**src/rtl/sram_like_arbiter.sv**
```systemverilog
// Arbiter sharing one sram-like master port between I and D requesters; D has priority,
// with a starvation guard for I. Optional grant statistics under `ARB_STATS_EN.
module sram_like_arbiter #(
   parameter int STARVE_LIMIT = 4,
   parameter int CNT_W        = 3
) (
   input  logic        clk,
   input  logic        rst,
`ifdef ARB_STATS_EN
   output logic [31:0] i_grant_cnt,
   output logic [31:0] d_grant_cnt,
   output logic [31:0] starve_hit_cnt,
`endif
   input  logic        i_req,
   input  logic        i_wr,
   input  logic [1:0]  i_size,
   input  logic [31:0] i_addr,
   input  logic [31:0] i_wdata,
   output logic        i_addr_ok,
   output logic        i_data_ok,
   output logic [31:0] i_rdata,
   input  logic        d_req,
   input  logic        d_wr,
   input  logic [1:0]  d_size,
   input  logic [31:0] d_addr,
   input  logic [31:0] d_wdata,
   input  logic [3:0]  d_wen,
   output logic        d_addr_ok,
   output logic        d_data_ok,
   output logic [31:0] d_rdata,
   output logic        m_req,
   output logic        m_wr,
   output logic [1:0]  m_size,
   output logic [31:0] m_addr,
   output logic [31:0] m_wdata,
   output logic [3:0]  m_wen,
   input  logic        m_addr_ok,
   input  logic        m_data_ok,
   input  logic [31:0] m_rdata
);

   typedef enum logic [1:0] {
      ST_IDLE = 2'd0,
      ST_ADDR = 2'd1,
      ST_DATA = 2'd2
   } state_t;

   localparam logic [CNT_W-1:0] LIMIT = CNT_W'(STARVE_LIMIT);

   state_t           r_state;
   state_t           w_state_nxt;
   logic             r_owner_d;
   logic             r_wr;
   logic [1:0]       r_size;
   logic [31:0]      r_addr;
   logic [31:0]      r_wdata;
   logic [3:0]       r_wen;
   logic [CNT_W-1:0] r_starve_cnt;
   logic             w_starved;
   logic             w_grant_d;
   logic             w_grant_i;
   logic             w_done;

   // I is forced only when it is actually waiting and D has used up its run.
   assign w_starved = i_req && (r_starve_cnt == LIMIT);

   always_ff @(posedge clk or posedge rst) begin
      if (rst) r_state <= ST_IDLE;
      else     r_state <= w_state_nxt;
   end

   always_comb begin
      w_state_nxt = r_state;
      w_grant_d   = 1'b0;
      w_grant_i   = 1'b0;
      w_done      = 1'b0;
      case (r_state)
         ST_IDLE: begin
            if (d_req && !w_starved) w_grant_d = 1'b1;
            else if (i_req)          w_grant_i = 1'b1;
            if (w_grant_d || w_grant_i) w_state_nxt = ST_ADDR;
         end
         // m_data_ok arriving with m_addr_ok is a downstream violation and is dropped.
         ST_ADDR: if (m_addr_ok) w_state_nxt = ST_DATA;
         ST_DATA: begin
            if (m_data_ok) begin
               w_done      = 1'b1;
               w_state_nxt = ST_IDLE;
            end
         end
         default: w_state_nxt = ST_IDLE;
      endcase
   end

   always_ff @(posedge clk or posedge rst) begin
      if (rst) begin
         r_owner_d <= 1'b1;
         r_wr      <= 1'b0;
         r_size    <= 2'd0;
         r_addr    <= 32'd0;
         r_wdata   <= 32'd0;
         r_wen     <= 4'd0;
      end else if (w_grant_d) begin
         r_owner_d <= 1'b1;
         r_wr      <= d_wr;
         r_size    <= d_size;
         r_addr    <= d_addr;
         r_wdata   <= d_wdata;
         r_wen     <= d_wen;
      end else if (w_grant_i) begin
         r_owner_d <= 1'b0;
         r_wr      <= i_wr;
         r_size    <= i_size;
         r_addr    <= i_addr;
         r_wdata   <= i_wdata;
         r_wen     <= i_wr ? 4'b1111 : 4'b0000;
      end
   end

   always_ff @(posedge clk or posedge rst) begin
      if (rst) begin
         r_starve_cnt <= '0;
      end else if (w_grant_d) begin
         if (!i_req)                    r_starve_cnt <= '0;
         else if (r_starve_cnt != LIMIT) r_starve_cnt <= r_starve_cnt + CNT_W'(1);
      end else if (w_grant_i) begin
         r_starve_cnt <= '0;
      end
   end

   // Handshake outputs are combinational, so gate them with rst to drop them at once.
   assign i_addr_ok = w_grant_i && !rst;
   assign d_addr_ok = w_grant_d && !rst;
   assign i_data_ok = w_done && !r_owner_d && !rst;
   assign d_data_ok = w_done &&  r_owner_d && !rst;
   assign i_rdata   = i_data_ok ? m_rdata : 32'd0;
   assign d_rdata   = d_data_ok ? m_rdata : 32'd0;

   assign m_req     = (r_state == ST_ADDR) && !rst;
   assign m_wr      = r_wr;
   assign m_size    = r_size;
   assign m_addr    = r_addr;
   assign m_wdata   = r_wdata;
   assign m_wen     = r_wen;

`ifdef ARB_STATS_EN
   logic [31:0] r_i_grant_cnt;
   logic [31:0] r_d_grant_cnt;
   logic [31:0] r_starve_hit_cnt;

   always_ff @(posedge clk or posedge rst) begin
      if (rst) begin
         r_i_grant_cnt    <= 32'd0;
         r_d_grant_cnt    <= 32'd0;
         r_starve_hit_cnt <= 32'd0;
      end else begin
         if (w_grant_i) r_i_grant_cnt <= r_i_grant_cnt + 32'd1;
         if (w_grant_d) r_d_grant_cnt <= r_d_grant_cnt + 32'd1;
         // A competing D request means I only won through the guard.
         if (w_grant_i && d_req && w_starved) r_starve_hit_cnt <= r_starve_hit_cnt + 32'd1;
      end
   end

   assign i_grant_cnt    = r_i_grant_cnt;
   assign d_grant_cnt    = r_d_grant_cnt;
   assign starve_hit_cnt = r_starve_hit_cnt;
`endif

endmodule

```
**config.mk**
```make
export PLATFORM = sky130hd
export DESIGN_NAME = sram_like_arbiter
export DESIGN_NICKNAME = d
export VERILOG_FILES = /design/src/rtl/sram_like_arbiter.sv
export SDC_FILE = /design/constraint.sdc
export NUM_CORES = 1
export LEC_CHECK = 0
export ABC_AREA = 1
export CORE_AREA = 2 2 123 125
export CTS_CLUSTER_DIAMETER = 150
export CTS_CLUSTER_SIZE = 20
export DETAILED_ROUTE_END_ITERATION = 10
export DIE_AREA = 0 0 125 127
export PLACE_DENSITY = 0.79
export SETUP_SLACK_MARGIN = 0.3
export SYNTH_ARGS = -nofsm -noshare
export SYNTH_HDL_FRONTEND = slang
export SYNTH_SLANG_ARGS = --single-unit
```
**constraint.sdc**
```tcl
create_clock -name clk -period 5.6 [get_ports clk]
set_clock_uncertainty 0.15 [all_clocks]
set_input_delay 0.56 -clock clk [delete_from_list [all_inputs] [get_ports clk]]
set_output_delay 0.56 -clock clk [all_outputs]
set_load 0.005 [all_outputs]
```
## After elaboration in Yosys (flattened, before gate mapping)

Cells that the tools add are included.

| word-level totals | value |
|---|---|
| logic and storage cells | 66 |
| bits of input ports | 176 |
| register bits | 77 |
| output and inout bits | 140 |

| cells by class | value |
|---|---|
| multiplexer cells | 32 |
| reductions and logical operators | 17 |
| $add $sub $neg | 1 |
| equal/unequal tests | 8 |

Operators by type and width:

| cell | count |
|---|---|
| 32-bit two-way mux | 6 |
| 1-bit two-way mux | 13 |
| 3-bit two-way mux | 4 |
| 4-bit two-way mux | 3 |
| 2-bit two-way mux | 5 |
| 1-bit logical AND | 9 |
| 2-bit != test (second input constant) | 3 |
| 2-bit one-hot mux with 3 select lines | 1 |
| 3-bit by 1-bit adder with 3-bit output (second input constant) | 1 |
| 3-bit == test (second input constant) | 1 |
| 1-bit zero test | 3 |
| 3-bit by 2-bit != test with 1-bit output (second input constant) | 1 |
| 3-bit != test (second input constant) | 1 |
| 3-bit AND reduction | 1 |
| 2-bit by 1-bit == test with 1-bit output (second input constant) | 1 |
| 2-bit == test (second input constant) | 1 |
| 2-bit zero test | 1 |
| 2-bit AND reduction | 1 |
| 2-bit nonzero test | 1 |
| 1-bit logical OR | 1 |

## Depth between registers and ports, before layout

| depth | value |
|---|---|
| depth after elaboration | 9 |
| mapped depth | 7 |
| depth with buffers taken out | 7 |

## Least setup slack after synthesis

Ideal clock, no wire load.

| timing path | value |
|---|---|
| path kind | input to output |
| start | input rst |
| end | output d_rdata[22] |
| buffers on the path | 1 |
| slack | 1.917 ns |
| stages | 4 |
| data required time | 4.890 ns |
| arrival time | 2.973 ns |
| cell sequence | inv_1 -> nand3_1 -> buf_2 -> nor2_1 |

| between the ends | value |
|---|---|
| word-level cells in the longest chain between the ends | 3 |

RTL lines:

| what | line | RTL |
|---|---|---|
| from (decl) | 8 | `input logic rst,` |
| 1-bit zero test | 135 | `assign d_data_ok = w_done && r_owner_d && !rst;` |
| 1-bit logical AND | 135 |  |
| 32-bit two-way mux | 137 | `assign d_rdata = d_data_ok ? m_rdata : 32'd0;` |
| to (decl) | 30 | `output logic [31:0] d_rdata,` |

No other way between the ends.

## Worst setup path after layout

| timing path | value |
|---|---|
| start | register r_state[1] |
| end | output d_addr_ok |

| between the ends | value |
|---|---|
| word-level cells in the longest chain between the ends | 3 |

RTL lines:

| what | line | RTL |
|---|---|---|
| from (decl) | 50 | `state_t r_state;` |
| from (signal assigned) | 69 | `else r_state <= w_state_nxt;` |
| 2-bit zero test | 77 | `case (r_state)` |
| 1-bit two-way mux | 77 |  |
| 1-bit logical AND | 133 | `assign d_addr_ok = w_grant_d && !rst;` |
| to (decl) | 28 | `output logic d_addr_ok,` |

No other way between the ends.

==> flow_metrics.py <==
metrics = {
    "run_status": {
        "result_of_the_run": "finished, final reports clean",
    },
    "yosys": {
        "post_synth_inst_count": 628,
        "synth_xor_xnor_area_share": 0.00182,
        "synth-warning-count": 0,
        "syn_nets": 806,
        "muxShareOfSynthArea": 0,
        "syn_area_um2": 4800,
        "cell_taking_the_most_area_after_synthesis": "sky130_fd_sc_hd__dfrtp_1",
        "dominant_combinational_cell_family_by_area_after_synthesis": "simple AND/OR/NAND/NOR gates",
        "synthTopCellsByArea": "sky130_fd_sc_hd__dfrtp_1 (40%), sky130_fd_sc_hd__a21oi_1 (15%), sky130_fd_sc_hd__nand3b_1 (11%)",
        "synthAdderAreaFrac": 0.00521,
        "post_synth.cell_area_avg_um2": 7.64,
        "synth.lib_cells_used.distinct": 23,
        "yosys_reg_bits": 77,
        "synth_compound_area_frac": 0.151,
        "post_synth_and_or_nand_nor_area_fraction": 0.330,
        "synth_top_area_frac": 0.396,
        "yosysSeqAreaShare": 0.402,
    },
    "setup_path": {
        "critical_path.endpoint_type": "output port",
        "worst_ep_required_time_ps": 4890,
        "path_cells": "nor2_4, nand3_2, nor2_1, clkdlybuf4s50_1",
        "reg2reg_slack_ps": 2390,
        "reg2reg_to": "m_wr",
        "criticalPathCategory": "reg2out",
        "timing.critical_path.slowest_stage_cell": "sky130_fd_sc_hd__nor2_4",
        "r2r-start": "r_state[1]",
        "max_stage_delay_ps": 900,
        "worst_ep_arrival_time_ps": 3260,
        "timing.critical_path.fanout_max": 55,
        "worstPathBufferInverterCount": 1,
        "worst_r2r_path_depth": 5,
        "cp_num_cells": 4,
        "path_delay_family": "simple AND/OR/NAND/NOR gates",
        "critPathLaunchType": "flip-flop",
    },
    "grt": {
        "grtUsageMet3": 0.0523,
        "grt.met1_usage": 0.260,
        "gr-usage-all-layers": 0.219,
        "first_pass_grt_wire_length_um": 28100,
        "antenna_found_initial": 1,
        "global_route.overflow_total": 0,
        "grt_max_degree": 91,
        "grt_pass1_vias": 5294,
        "grt.met2_usage": 0.389,
        "grt-busiest-layer": "met2",
    },
    "detailed_routing": {
        "iteration_0_drc_count_of_the_detailed_router": 337,
        "post_drt_via_cell_ratio": 5.10,
        "drt-pass1-iter-count": 7,
        "postRouteAntennaNets": 0,
        "drt-wirelength-per-cell_um": 16.8,
        "dr_total_vias": 5536,
        "drcViolationCount": 0,
        "finalWirelength_um": 18200,
    },
    "clock_tree": {
        "worstSkewPairLatency_ps": 330,
        "clock_tree_from_tritoncts": "yes",
        "htree_levels": 3,
        "clk_path_buf_depth": 2,
        "cts_buffers": 9,
        "clock-sinks": 77,
        "clk_pin_slew_worst_paths_ps": 60,
        "post_cts_buffers": 0,
        "cts_root_buf": "sky130_fd_sc_hd__clkbuf_16",
        "post_cts_resized": 0,
        "cts_stage_hold_buffer_count": 0,
    },
    "final_layout": {
        "multi_input_comb_area_um2": 2340,
        "seq_area_um2": 1930,
        "final_layout_size_suffix_gt1_frac": 0.0356,
        "area_growth_syn_to_layout_pct": 70.8,
        "most-common-layout-cells": "sky130_fd_sc_hd__clkdlybuf4s50_1 (313), sky130_fd_sc_hd__a21oi_1 (142), sky130_fd_sc_hd__nand2_1 (81), sky130_fd_sc_hd__dfrtp_1 (76), sky130_fd_sc_hd__nand4_1 (71)",
        "nets": 1073,
        "final_instance_area_um2": 8200,
        "final_core_utilization": 0.568,
        "filler_cell_count": 1341,
        "layout_commonest_cell": "sky130_fd_sc_hd__clkdlybuf4s50_1",
    },
    "min_path": {
        "min_delay_path_depth": 2,
        "hold_path_end": "r_owner_d",
        "min_from": "r_owner_d",
        "min-delay-path-class": "reg2reg",
    },
    "floorplan": {
        "coreArea_um2": 14400,
        "floorplan.initialDensity": 0.333,
        "ioPinCount": 316,
        "die-width_um": 125,
        "core.rowCount": 44,
        "dieArea_um2": 15900,
        "die_y_um": 127,
    },
    "power_and_ir_drop": {
        "p_per_area_nw_per_um2": 426,
        "p_leak_nw": 3.51,
        "peakVddDrop_v": 0.000262,
    },
    "placed_design": {
        "port-buffer-count": 315,
        "routabilityCongestion": 0.839,
        "cell_area_after_placement_um2": 7850,
        "hpwlAfterDp_um": 12400,
    },
    "sta": {
        "fin_crit_ps": 3970,
        "worstMarginPinSlew_ps": 1160,
        "fin_crit_sh": 0.709,
        "setup_violations": 0,
        "rsz0062_at_grt": "false",
        "worst_slew_margin_relative_to_its_limit": 0.223,
        "timing.final.hold_violations": 0,
        "timing.fmax_mhz": 252,
        "setup_tns_ps": 0,
        "timing.final.max_slew_violations": 0,
    },
    "flow_run": {
        "cap_violations": 0,
    },
}
## synth_stat cells
master,count
sky130_fd_sc_hd__a21oi_1,142
sky130_fd_sc_hd__buf_1,2
sky130_fd_sc_hd__buf_2,43
sky130_fd_sc_hd__buf_4,4
sky130_fd_sc_hd__buf_6,8
sky130_fd_sc_hd__clkbuf_1,10
sky130_fd_sc_hd__dfrtp_1,76
sky130_fd_sc_hd__dfstp_2,1
sky130_fd_sc_hd__ha_1,2
sky130_fd_sc_hd__inv_1,40
sky130_fd_sc_hd__nand2_1,81
sky130_fd_sc_hd__nand2_2,1
sky130_fd_sc_hd__nand3_1,1
sky130_fd_sc_hd__nand3_2,1
sky130_fd_sc_hd__nand3_4,1
sky130_fd_sc_hd__nand3b_1,68
sky130_fd_sc_hd__nand4_1,71
sky130_fd_sc_hd__nor2_1,69
sky130_fd_sc_hd__nor2_4,1
sky130_fd_sc_hd__nor3b_1,1
sky130_fd_sc_hd__o21ai_0,3
sky130_fd_sc_hd__or2_1,1
sky130_fd_sc_hd__xor2_1,1
## metal layers
| layer | part of all wire | wire [um] | vias to the layer above |
|---|---|---|---|
| met5 | 0 | 0 | - |
| met4 | 0.023 | 416 | 0 |
| met3 | 0.073 | 1320 | 24 |
| met2 | 0.51 | 9230 | 237 |
| met1 | 0.40 | 7230 | 2586 |
| li1 | - | - | 2689 |
## through the flow
step                      worst slack, ps  power [mW]  instances  hold slack [ps]
after global placement               1860        2.80       1068              337
after CTS                            1540        3.53       1084              351
after floorplan                      1920        1.96        628              302
after detailed placement             1790        2.83       1068              340
final                                1630        3.49       1085              350
after global routing                 1340        3.74       1085              361
## worst min-delay path: stages, from the launching register on
cell                      delay, ps
sky130_fd_sc_hd__dfstp_2        390
sky130_fd_sc_hd__nand2_1         60
sky130_fd_sc_hd__nand2_1         50
## power breakdown
part | leakage, nW | switching (mW) | internal [mW]
Combinational | 2.43 | 0.895 | 0.906
Sequential | 0.915 | 0.161 | 0.852
Clock | 0.163 | 0.238 | 0.436
## worst max path at each step
| stage | slack, ps | to | startpoint |
|---|---|---|---|
| floorplan | 1920 | d_rdata[22] | rst |
| global placement | 1860 | d_rdata[11] | m_data_ok |
| detailed placement | 1790 | d_rdata[19] | m_data_ok |
| CTS | 1540 | d_addr_ok | r_state[1] |
| global route | 1340 | d_addr_ok | r_state[1] |
| finish | 1630 | d_addr_ok | r_state[1] |
## flip-flops by register name, indices dropped and copies added (netlist names)
register / count
m_addr: 32
m_wdata: 32
r_starve_cnt: 3
m_wr: 1
m_wen: 4
r_state: 2
r_owner_d: 1
m_size: 2
## layout make-up
type | count | share of cell area
antenna | 1 | 0.000305
clock buffer | 10 | 0.0279
clock inverter | 6 | 0.0136
inverter | 40 | 0.0185
multi-input combinational | 444 | 0.286
sequential | 77 | 0.235
tap | 184 | 0.0281
timing repair buffer | 323 | 0.391
## cell families after synthesis
kind of cell,count (synthesis)
xor+xnor,1
fa+ha+maj,2
compound gates,145
flops,77
buf+inv,107
simple gates,296
Power figures use the tool's default switching activity.
